<file path="config.mk">
export PLATFORM = sky130hd
export DESIGN_NAME = v_decode_queue_flat
export DESIGN_NICKNAME = d
export VERILOG_FILES = /design/src/rtl/v_decode_queue_if.sv /design/src/rtl/v_decode_queue.sv /design/src/flat_wrapper.sv
export SDC_FILE = /design/constraint.sdc
export NUM_CORES = 1
export LEC_CHECK = 0
export ABC_AREA = 1
export ABC_CLOCK_PERIOD_IN_PS = 5900
export BUFFER_PORTS_ARGS = -buffer_cell sky130_fd_sc_hd__buf_2
export CORE_ASPECT_RATIO = 0.6
export CORE_MARGIN = 2
export CORE_UTILIZATION = 55
export DETAILED_ROUTE_END_ITERATION = 8
export PLACE_DENSITY = 0.85
export SLEW_MARGIN = 20
export SYNTH_ARGS = -nofsm -noshare
export SYNTH_HDL_FRONTEND = slang
export SYNTH_SLANG_ARGS = --single-unit
</file>
<file path="constraint.sdc">
create_clock -name clk -period 5.9 [get_ports clk]
set_input_delay 1.18 -clock clk [delete_from_list [all_inputs] [get_ports clk]]
set_output_delay 1.18 -clock clk [all_outputs]
set_load 0.05 [all_outputs]
</file>
<file path="src/rtl/v_decode_queue_if.sv">
`default_nettype none
// ============================================================================
//  Module   : v_decode_queue_if
//  Purpose  : Handshake bundle between the scalar issue port, the vector
//             decode queue and the vector dispatch logic.
//  Signals  : instr/instr_valid/instr_ready - producer side (instruction in)
//             dec_bus/dec_valid/dec_ready   - consumer side (control word out)
//  Modports : master - producer/consumer environment, slave - decode queue
//  Revision : 1.0  initial release
// ============================================================================
interface v_decode_queue_if;
    logic [31:0] instr;
    logic        instr_valid;
    logic        instr_ready;
    logic [50:0] dec_bus;
    logic        dec_valid;
    logic        dec_ready;

    modport master (
        output instr, instr_valid, dec_ready,
        input  instr_ready, dec_bus, dec_valid
    );

    modport slave (
        input  instr, instr_valid, dec_ready,
        output instr_ready, dec_bus, dec_valid
    );
endinterface
`default_nettype wire

</file>
<file path="src/rtl/v_decode_queue.sv">
`default_nettype none
// ============================================================================
//  Module   : v_decode_queue
//  Purpose  : RVV 1.0 decode stage with a DEPTH-entry control-word FIFO.
//             Instructions are decoded at enqueue; vset* instructions block
//             further issue until the downstream vconfig write commits.
//  Ports    : clk, rst        - clock, synchronous active-high reset
//             flush           - empties the queue and clears the vconfig wait
//             vcfg_done       - one-cycle pulse, vconfig write committed
//             bus (slave)     - instr/valid/ready in, dec_bus/valid/ready out
//             count           - current occupancy
//  Options  : V_DEC_BYPASS_EN - same-cycle pass-through when the queue is
//             empty, not waiting and both sides handshake
//  Revision : 1.0  initial release
// ============================================================================
module v_decode_queue #(
    parameter int DEPTH = 4,
    parameter int CNT_W = $clog2(DEPTH) + 1
) (
    input  logic             clk,
    input  logic             rst,
    input  logic             flush,
    input  logic             vcfg_done,
    v_decode_queue_if.slave  bus,
    output logic [CNT_W-1:0] count
);

    localparam int               c_ptr_w   = $clog2(DEPTH);
    localparam logic [CNT_W-1:0] c_depth   = CNT_W'(DEPTH);
    localparam logic [CNT_W-1:0] c_cnt_one = 1;
    localparam logic [c_ptr_w-1:0] c_ptr_one = 1;

    localparam logic [6:0] c_opc_v     = 7'b1010111;
    localparam logic [6:0] c_opc_load  = 7'b0000111;
    localparam logic [6:0] c_opc_store = 7'b0100111;
    localparam logic [2:0] c_f3_opivv  = 3'b000;
    localparam logic [2:0] c_f3_opmvv  = 3'b010;
    localparam logic [2:0] c_f3_opivi  = 3'b011;
    localparam logic [2:0] c_f3_opivx  = 3'b100;
    localparam logic [2:0] c_f3_opmvx  = 3'b110;
    localparam logic [2:0] c_f3_opcfg  = 3'b111;

    typedef enum logic [0:0] {
        ST_RUN      = 1'b0,
        ST_WAIT_CFG = 1'b1
    } state_t;

    state_t                r_state, w_state_nxt;
    logic [50:0]           r_mem [DEPTH];
    logic [c_ptr_w-1:0]    r_wr_ptr, r_rd_ptr;
    logic [CNT_W-1:0]      r_count;

    // ---------------------------------------------------------------- decode
    logic [6:0] w_opc;
    logic [2:0] w_funct3;
    logic [5:0] w_funct6;
    logic [1:0] w_mop;
    assign w_opc    = bus.instr[6:0];
    assign w_funct3 = bus.instr[14:12];
    assign w_funct6 = bus.instr[31:26];
    assign w_mop    = bus.instr[27:26];

    logic       w_illegal, w_is_cfg, w_mul, w_vst, w_store, w_strided;
    logic [3:0] w_alu, w_lsu;
    logic [2:0] w_red, w_sldu;
    logic [1:0] w_sel_a, w_sel_b, w_sel_dest, w_wcode;

    always_comb begin
        w_illegal  = 1'b0;
        w_is_cfg   = 1'b0;
        w_mul      = 1'b0;
        w_vst      = 1'b0;
        w_alu      = 4'd0;
        w_lsu      = 4'd0;
        w_red      = 3'd0;
        w_sldu     = 3'd0;
        w_sel_a    = 2'd0;
        w_sel_b    = 2'd0;
        w_sel_dest = 2'd0;
        w_wcode    = 2'd0;
        w_store    = (w_opc == c_opc_store);
        w_strided  = (w_mop == 2'b10);
        case (w_opc)
            c_opc_v: begin
                case (w_funct3)
                    c_f3_opivv, c_f3_opivx, c_f3_opivi: begin
                        case (w_funct6)
                            6'b000000: w_alu = 4'd1;
                            6'b000010: w_alu = 4'd2;
                            6'b001001: w_alu = 4'd3;
                            6'b001010: w_alu = 4'd4;
                            6'b001011: w_alu = 4'd5;
                            6'b100101: w_alu = 4'd6;
                            6'b101000: w_alu = 4'd7;
                            6'b101001: w_alu = 4'd8;
                            6'b000101: w_alu = 4'd9;
                            6'b000111: w_alu = 4'd10;
                            6'b001110: if (w_funct3 != c_f3_opivv) w_sldu = 3'd1;
                            6'b001111: if (w_funct3 != c_f3_opivv) w_sldu = 3'd2;
                            6'b010111: if (w_funct3 == c_f3_opivx) w_sldu = 3'd5;
                            default: ;
                        endcase
                        w_illegal  = (w_alu == 4'd0) && (w_sldu == 3'd0);
                        w_sel_a    = (w_funct3 == c_f3_opivv) ? 2'd1 :
                                     (w_funct3 == c_f3_opivi) ? 2'd3 : 2'd2;
                        w_sel_b    = 2'd1;
                        w_sel_dest = 2'd1;
                    end
                    c_f3_opmvv: begin
                        w_mul = (w_funct6 == 6'b100101);
                        if (w_funct6 == 6'b000000) w_red = 3'd1;
                        if (w_funct6 == 6'b000111) w_red = 3'd2;
                        w_illegal  = !w_mul && (w_red == 3'd0);
                        w_sel_a    = 2'd1;
                        w_sel_b    = 2'd1;
                        w_sel_dest = 2'd1;
                    end
                    c_f3_opmvx: begin
                        w_mul = (w_funct6 == 6'b100101);
                        if (w_funct6 == 6'b001110) w_sldu = 3'd3;
                        if (w_funct6 == 6'b001111) w_sldu = 3'd4;
                        w_illegal  = !w_mul && (w_sldu == 3'd0);
                        w_sel_a    = 2'd2;
                        w_sel_b    = 2'd1;
                        w_sel_dest = 2'd1;
                    end
                    c_f3_opcfg: begin
                        w_is_cfg   = 1'b1;
                        w_sel_a    = 2'd2;
                        w_sel_b    = 2'd3;
                        w_sel_dest = 2'd2;
                    end
                    default: w_illegal = 1'b1;
                endcase
            end
            c_opc_load, c_opc_store: begin
                // width field occupies funct3's position for memory ops
                case (w_funct3)
                    3'b000:  w_wcode = 2'd0;
                    3'b101:  w_wcode = 2'd1;
                    3'b110:  w_wcode = 2'd2;
                    default: w_illegal = 1'b1;
                endcase
                if (w_mop != 2'b00 && !w_strided) w_illegal = 1'b1;
                w_lsu      = (w_store ? 4'd7 : 4'd1) + (w_strided ? 4'd3 : 4'd0)
                           + {2'b00, w_wcode};
                w_vst      = w_store;
                w_sel_a    = 2'd2;
                w_sel_b    = (w_store || w_strided) ? 2'd2 : 2'd0;
                w_sel_dest = 2'd1;
            end
            default: w_illegal = 1'b1;
        endcase
        // Register fields stay populated so the trap handler can report them.
        if (w_illegal) begin
            w_is_cfg   = 1'b0;
            w_mul      = 1'b0;
            w_vst      = 1'b0;
            w_alu      = 4'd0;
            w_lsu      = 4'd0;
            w_red      = 3'd0;
            w_sldu     = 3'd0;
            w_sel_a    = 2'd0;
            w_sel_b    = 2'd0;
            w_sel_dest = 2'd0;
        end
    end

    logic [50:0] w_dec;
    assign w_dec = {w_illegal, w_is_cfg, w_alu, w_mul, w_red, w_sldu, w_lsu, w_vst,
                    w_sel_a, w_sel_b, w_sel_dest, bus.instr[11:7], bus.instr[19:15],
                    bus.instr[24:20], bus.instr[30:20], 1'b0};

    // ----------------------------------------------------------- handshakes
    logic        w_ready, w_fifo_valid, w_bypass, w_push, w_pop, w_cfg_issue;
    logic        w_dec_valid;
    logic [50:0] w_dec_bus;

    assign w_ready      = (r_count < c_depth) && !flush;
    assign w_fifo_valid = (r_count != '0) && (r_state == ST_RUN);
`ifdef V_DEC_BYPASS_EN
    assign w_bypass     = (r_count == '0) && (r_state == ST_RUN) && bus.instr_valid
                          && bus.dec_ready && !flush;
`else
    assign w_bypass     = 1'b0;
`endif
    assign w_dec_valid  = w_bypass || w_fifo_valid;
    assign w_dec_bus    = w_bypass ? w_dec : r_mem[r_rd_ptr];
    assign w_push       = bus.instr_valid && w_ready && !w_bypass;
    assign w_pop        = w_fifo_valid && bus.dec_ready;
    assign w_cfg_issue  = w_dec_valid && bus.dec_ready && w_dec_bus[49];

    assign bus.instr_ready = w_ready;
    assign bus.dec_valid   = w_dec_valid;
    assign bus.dec_bus     = w_dec_bus;
    assign count           = r_count;

    // ------------------------------------------------------------------ FSM
    always_comb begin
        w_state_nxt = r_state;
        case (r_state)
            ST_RUN:      if (w_cfg_issue) w_state_nxt = ST_WAIT_CFG;
            ST_WAIT_CFG: if (vcfg_done)   w_state_nxt = ST_RUN;
            default:     w_state_nxt = ST_RUN;
        endcase
        if (flush) w_state_nxt = ST_RUN;
    end

    always_ff @(posedge clk) begin
        if (rst) r_state <= ST_RUN;
        else     r_state <= w_state_nxt;
    end

    // ----------------------------------------------------------------- FIFO
    always_ff @(posedge clk) begin
        if (rst) begin
            r_wr_ptr <= '0;
            r_rd_ptr <= '0;
            r_count  <= '0;
            for (int i = 0; i < DEPTH; i++) r_mem[i] <= '0;
        end else if (flush) begin
            r_wr_ptr <= '0;
            r_rd_ptr <= '0;
            r_count  <= '0;
        end else begin
            if (w_push) begin
                r_mem[r_wr_ptr] <= w_dec;
                r_wr_ptr        <= r_wr_ptr + c_ptr_one;
            end
            if (w_pop) r_rd_ptr <= r_rd_ptr + c_ptr_one;
            case ({w_push, w_pop})
                2'b10:   r_count <= r_count + c_cnt_one;
                2'b01:   r_count <= r_count - c_cnt_one;
                default: ;
            endcase
        end
    end

endmodule
`default_nettype wire

</file>
<file path="src/flat_wrapper.sv">
// flat-port wrapper written by rule: the top's interface ports become plain ports
module v_decode_queue_flat 
#(
    parameter int DEPTH = 4,
    parameter int CNT_W = $clog2(DEPTH) + 1
)
  (clk, rst, flush, vcfg_done, count, bus_instr, bus_instr_valid, bus_dec_ready, bus_instr_ready, bus_dec_bus, bus_dec_valid);
  v_decode_queue_if bus_i ();
  input  logic clk;
  input  logic rst;
  input  logic flush;
  input  logic vcfg_done;
  output logic [CNT_W-1:0] count;
  input wire logic [$bits(bus_i.instr)-1:0] bus_instr;
  input wire logic [$bits(bus_i.instr_valid)-1:0] bus_instr_valid;
  input wire logic [$bits(bus_i.dec_ready)-1:0] bus_dec_ready;
  output wire logic [$bits(bus_i.instr_ready)-1:0] bus_instr_ready;
  output wire logic [$bits(bus_i.dec_bus)-1:0] bus_dec_bus;
  output wire logic [$bits(bus_i.dec_valid)-1:0] bus_dec_valid;
  assign bus_i.instr = bus_instr;
  assign bus_i.instr_valid = bus_instr_valid;
  assign bus_i.dec_ready = bus_dec_ready;
  assign bus_instr_ready = bus_i.instr_ready;
  assign bus_dec_bus = bus_i.dec_bus;
  assign bus_dec_valid = bus_i.dec_valid;
  v_decode_queue #(.DEPTH(DEPTH), .CNT_W(CNT_W)) u_core (.clk(clk), .rst(rst), .flush(flush), .vcfg_done(vcfg_done), .bus(bus_i), .count(count));
endmodule
</file>
# [Word-level counts from Yosys, hierarchy flattened]
# Memory sizes are Yosys's and may differ from the RTL's. A register that Yosys moved wholly into a read port is not among the register bits.
# Index checks and enable logic that the tools add are counted.
# Widths: inputs -> output; s select.
[word_totals] ram_bits=200 n_memories=1 input_bits=38 output_inout_bits=56 register_bits=8
[op_classes] magnitude_cmp=1 eq_ne=24 bitwise=1 reduce_logical=31 muxes=71 add_sub_neg=6
[memory_table] name="u_core.r_mem" words=4 width=50 read_ports=1 rd_ports_with_merged_regs=1 write_ports=4 line="v_decode_queue.sv:49" text="logic [50:0] r_mem [DEPTH];"
[op_table] op="$mux 50" count=1
[op_table] op="$reduce_or 50->1" count=1
[op_table] op="$mux 3" count=14
[op_table] op="$pmux 4 s10" count=1
[op_table] op="$eq 6x4->1 const B" count=5
[op_table] op="$mux 4" count=7
[op_table] op="$mux 2" count=13
[op_table] op="$pmux 2 s2" count=6
[op_table] op="$mux 1" count=22
[op_table] op="$eq 6x6->1 const B" count=3
[op_table] op="$eq 3x3->1 const B" count=4
[op_table] op="$eq 6x3->1 const B" count=2
[op_table] op="$logic_not 3->1" count=4
[op_table] op="$pmux 3 s2" count=2
[op_table] op="$logic_and 1x1->1" count=9
[op_table] op="$pmux 3 s3" count=1
[op_table] op="$reduce_or 2->1" count=4
[op_table] op="$eq 7x3->1 const B" count=1
[op_table] op="$eq 7x6->1 const B" count=1
[op_table] op="$eq 7x7->1 const B" count=1
[op_table] op="$eq 3x2->1 const B" count=2
[op_table] op="$eq 6x2->1 const B" count=1
[op_table] op="$eq 6x5->1 const B" count=1
[op_table] op="$logic_not 6->1" count=1
[op_table] op="19 further kinds" count=27

# [Depth between registers and ports, before layout]
[depth] word_depth=11 depth_mapped=15

# [Least setup slack after synthesis]
# No wires, ideal clock.
[synth_timing] kind="input -> register" from="input port flush" to="memory u_core.r_mem[3][10] in the netlist's numbering (enable)" n_path_buf=0 stages=5 t_required_ps=5394 path_slack_ps=206 arrival_ps=5188 path_cell_list="nor2_2 > nand2_1 > nor2_1 > inv_1 > o21ai_0"
[synth_lines] item="start: declaration" line="flat_wrapper.sv:11" text="input logic flush;"
[synth_lines] item="end: declaration" line="v_decode_queue.sv:49"

==> results.md <==
* Detailed Routing Iterations Pass 1 at 5
* Final GP Congestion at ~0.94
* Vias in the first global route at 6239
* Die width at 165.3 um
* Buffers added on ports at about 90
* Total number of vias at 6486
* Drt total wl at slightly above 20 mm
* Worst Skew at 0.01040 ns
* Largest net degree at the start of global routing at 89
* Antenna cells at 0
* Worst-Skew Late Latency at 0.43 ns
* Worst-margin pin slew at between 1 and 1.5 ns
* Crit path max fanout at 45
* Hold-fix buffers, CTS at 0
* Syn_area_per_cell at approximately 10 um^2
* Detail Route Antenna Nets at 0
* RSZ-0062 raised after global routing: false
* Hpwl dp at between 10 and 15 mm
* Min Tclk post-route at 4.022 ns
* Nature of the critical path startpoint: flip-flop
* CTS sink count at roughly 190
* Setup Crit Path Kind: flip-flop to output port
* Post-route DRC violation count at 0
* Sequential fraction of the synthesis area at 0.6389
* Hold Crit Depth at 2
* Max-capacitance violation count at 0
* CORE AREA at 0.01533 mm^2
* Final Slew Violations at 0
* Initial core utilization at 0.5602
* Hold Vio Cnt, Final at 0
* YS warnings at 0
* Status: complete, no violations
* TritonCTS clock tree: yes
* WL per Instance at 18.14 um
* Die H at 100.8 um
* WP data arrival at between 2 and 3 ns
* Post-CTS resize count at 0
* Clock-pin slew of the registers on the worst-case setup and hold paths at about 0.070 ns
* Fin crit share at 0.6816
* Nets@finish at 948
* Pwr Density at a little over 300 mW/mm^2
* Io pins at between 90 and 100
* Util after Layout at 0.6351
* Initial antenna violation count at 1
* Postcts setup bufs at 0
* Peak Freq at ~250 MHz
* Layout area overhead at 13.38%
* Clock Path Buffers at 2
* TNS Setup at 0 ns
* Total grt overflow at 0
* Cell Count, Final, Fillers Out at between 1000 and 1500
* Die area at between 0.015 and 0.02 mm^2
* Placed Cells at between 1000 and 1500
* Max-slew headroom at 0.3253
* Synth Cell Area at around 0.0086 mm^2
* R2R depth at 9
* First-pass GRT wire length at 32.33 mm
* GRT Total Usage at 0.2584
* CTS Buf Count at 17
* Hold Path Class: flip-flop to flip-flop
* Design area at 0.009734 mm^2
* FP Rows at 35
* Placed inst area at about 0.0091 mm^2
* Post-synthesis cell count at about 840
* Synth cell types at 33
* H-tree depth at 4
* Root Driver: clkbuf_16
* Share of layout cells above drive strength 1 at 0.1876
* FF+latch count, synth at 186
* WP data required at around 4.7 ns
* Drt first-iter violations at 783
* Via-per-instance ratio at a little under 6
* Final setup fails at 0
* Leak at about 0.0038 uW
* Worst vdd ir at 200.6 uV
* Crit. End Element: output port
## cell usage after synthesis, drive strengths merged
cell type / count / area, um^2
o211a: 1 / 10.01
nor2: 245 / 957.2
inv: 68 / 255.3
a21oi: 14 / 70.07
clkinv: 1 / 3.750
clkbuf: 43 / 161.4
nand3: 21 / 127.6
edfxtp: 176 / 5285
conb: 1 / 3.750
ha: 3 / 37.54
a21boi: 1 / 7.510
o21a: 1 / 7.510
nor3b: 3 / 43.79
nand2: 48 / 185.2
o22ai: 44 / 275.3
o21ai: 98 / 490.5
dfxtp: 10 / 200.2
nor3: 38 / 230.2
buf: 12 / 98.84
fa: 3 / 60.06
nand4: 8 / 75.07
## flip-flops by register name (all words and copies together), names as in the netlist, named ones only
name,flops
u_core.r_mem,176
u_core.count,3
u_core.r_rd_ptr,2
u_core.r_wr_ptr,2
u_core.r_state,1
## final cells by class
| class | count | area (um^2) |
|---|---|---|
| fillers | 1224 | 5593 |
| flip-flops and latches | 186 | 5487 |
| multi-input cells | 530 | 2609 |
| repair buffers | 100 | 523.0 |
| clock buffers | 17 | 425.4 |
| inverters | 69 | 259.0 |
| well taps | 203 | 254.0 |
| clock inverters | 15 | 177.7 |
## metal layers
metal	track usage	vias up	part of all wire
met2	0.4106	323	0.46
met4	0.06366	0	0.011
met5	0	-	0
met1	0.3714	3132	0.44
li1	-	3008	-
met3	0.05224	23	0.090
## cell usage in the layout, fill, tap and decap left out, drive strengths merged, types with 17 or more instances in the layout
cell and n:
buf 100, clkbuf 17, edfxtp 176, inv 75
nand2 48, nand3 21, nor2 245, nor3 38
o21ai 98, o22ai 44
## path summary, 6_finish.rpt
check                                         from                   to  slack (ns)
worst min-delay path            u_core.r_rd_ptr[1]            flip-flop        0.47
worst max-delay path                     flip-flop      bus_dec_bus[49]        1.88
worst min register to register  u_core.r_rd_ptr[1]            flip-flop        0.47
worst max register to register     u_core.count[2]  u_core.r_mem[1][28]        2.55
## per-stage QoR
step / hold WS, ns / setup slack (ns) / power (uW)
4_1_cts: 0.4745 / 1.942 / 2988
3_3_place_gp: 0.4597 / 1.741 / 1835
6_report: 0.4750 / 1.878 / 2985
5_1_grt: 0.5197 / 1.755 / 3071
2_1_floorplan: 0.4357 / 0.2059 / 1757
3_5_place_dp: 0.4612 / 1.631 / 1841
## cell families after synthesis
logic type,synth area share
adders and majority gates,0.01137
DFF,0.6389
AOI/OAI and AO/OA,0.1003
and+or+nand+nor,0.1886
buffers and inverters,0.06048
other,0.0004368
## critical path, stage by stage (launching register included)
cell and delay, ns:
dfxtp_1 0.30, buf_4 0.28, inv_1 0.63, buf_4 0.41, o21ai_0 0.15, o22ai_1 0.29
buf_2 0.33
## power breakdown
group / internal (uW) / total (uW) / switching [uW] / leakage (uW)
sequential: 1500 / 1510 / 15.6 / 0.00190
clock: 640 / 1170 / 531 / 0.000289
combinational: 62.1 / 301 / 239 / 0.00162
total: 2200 / 2990 / 786 / 0.00380
Note: power is estimated with default switching activity, not from simulation.
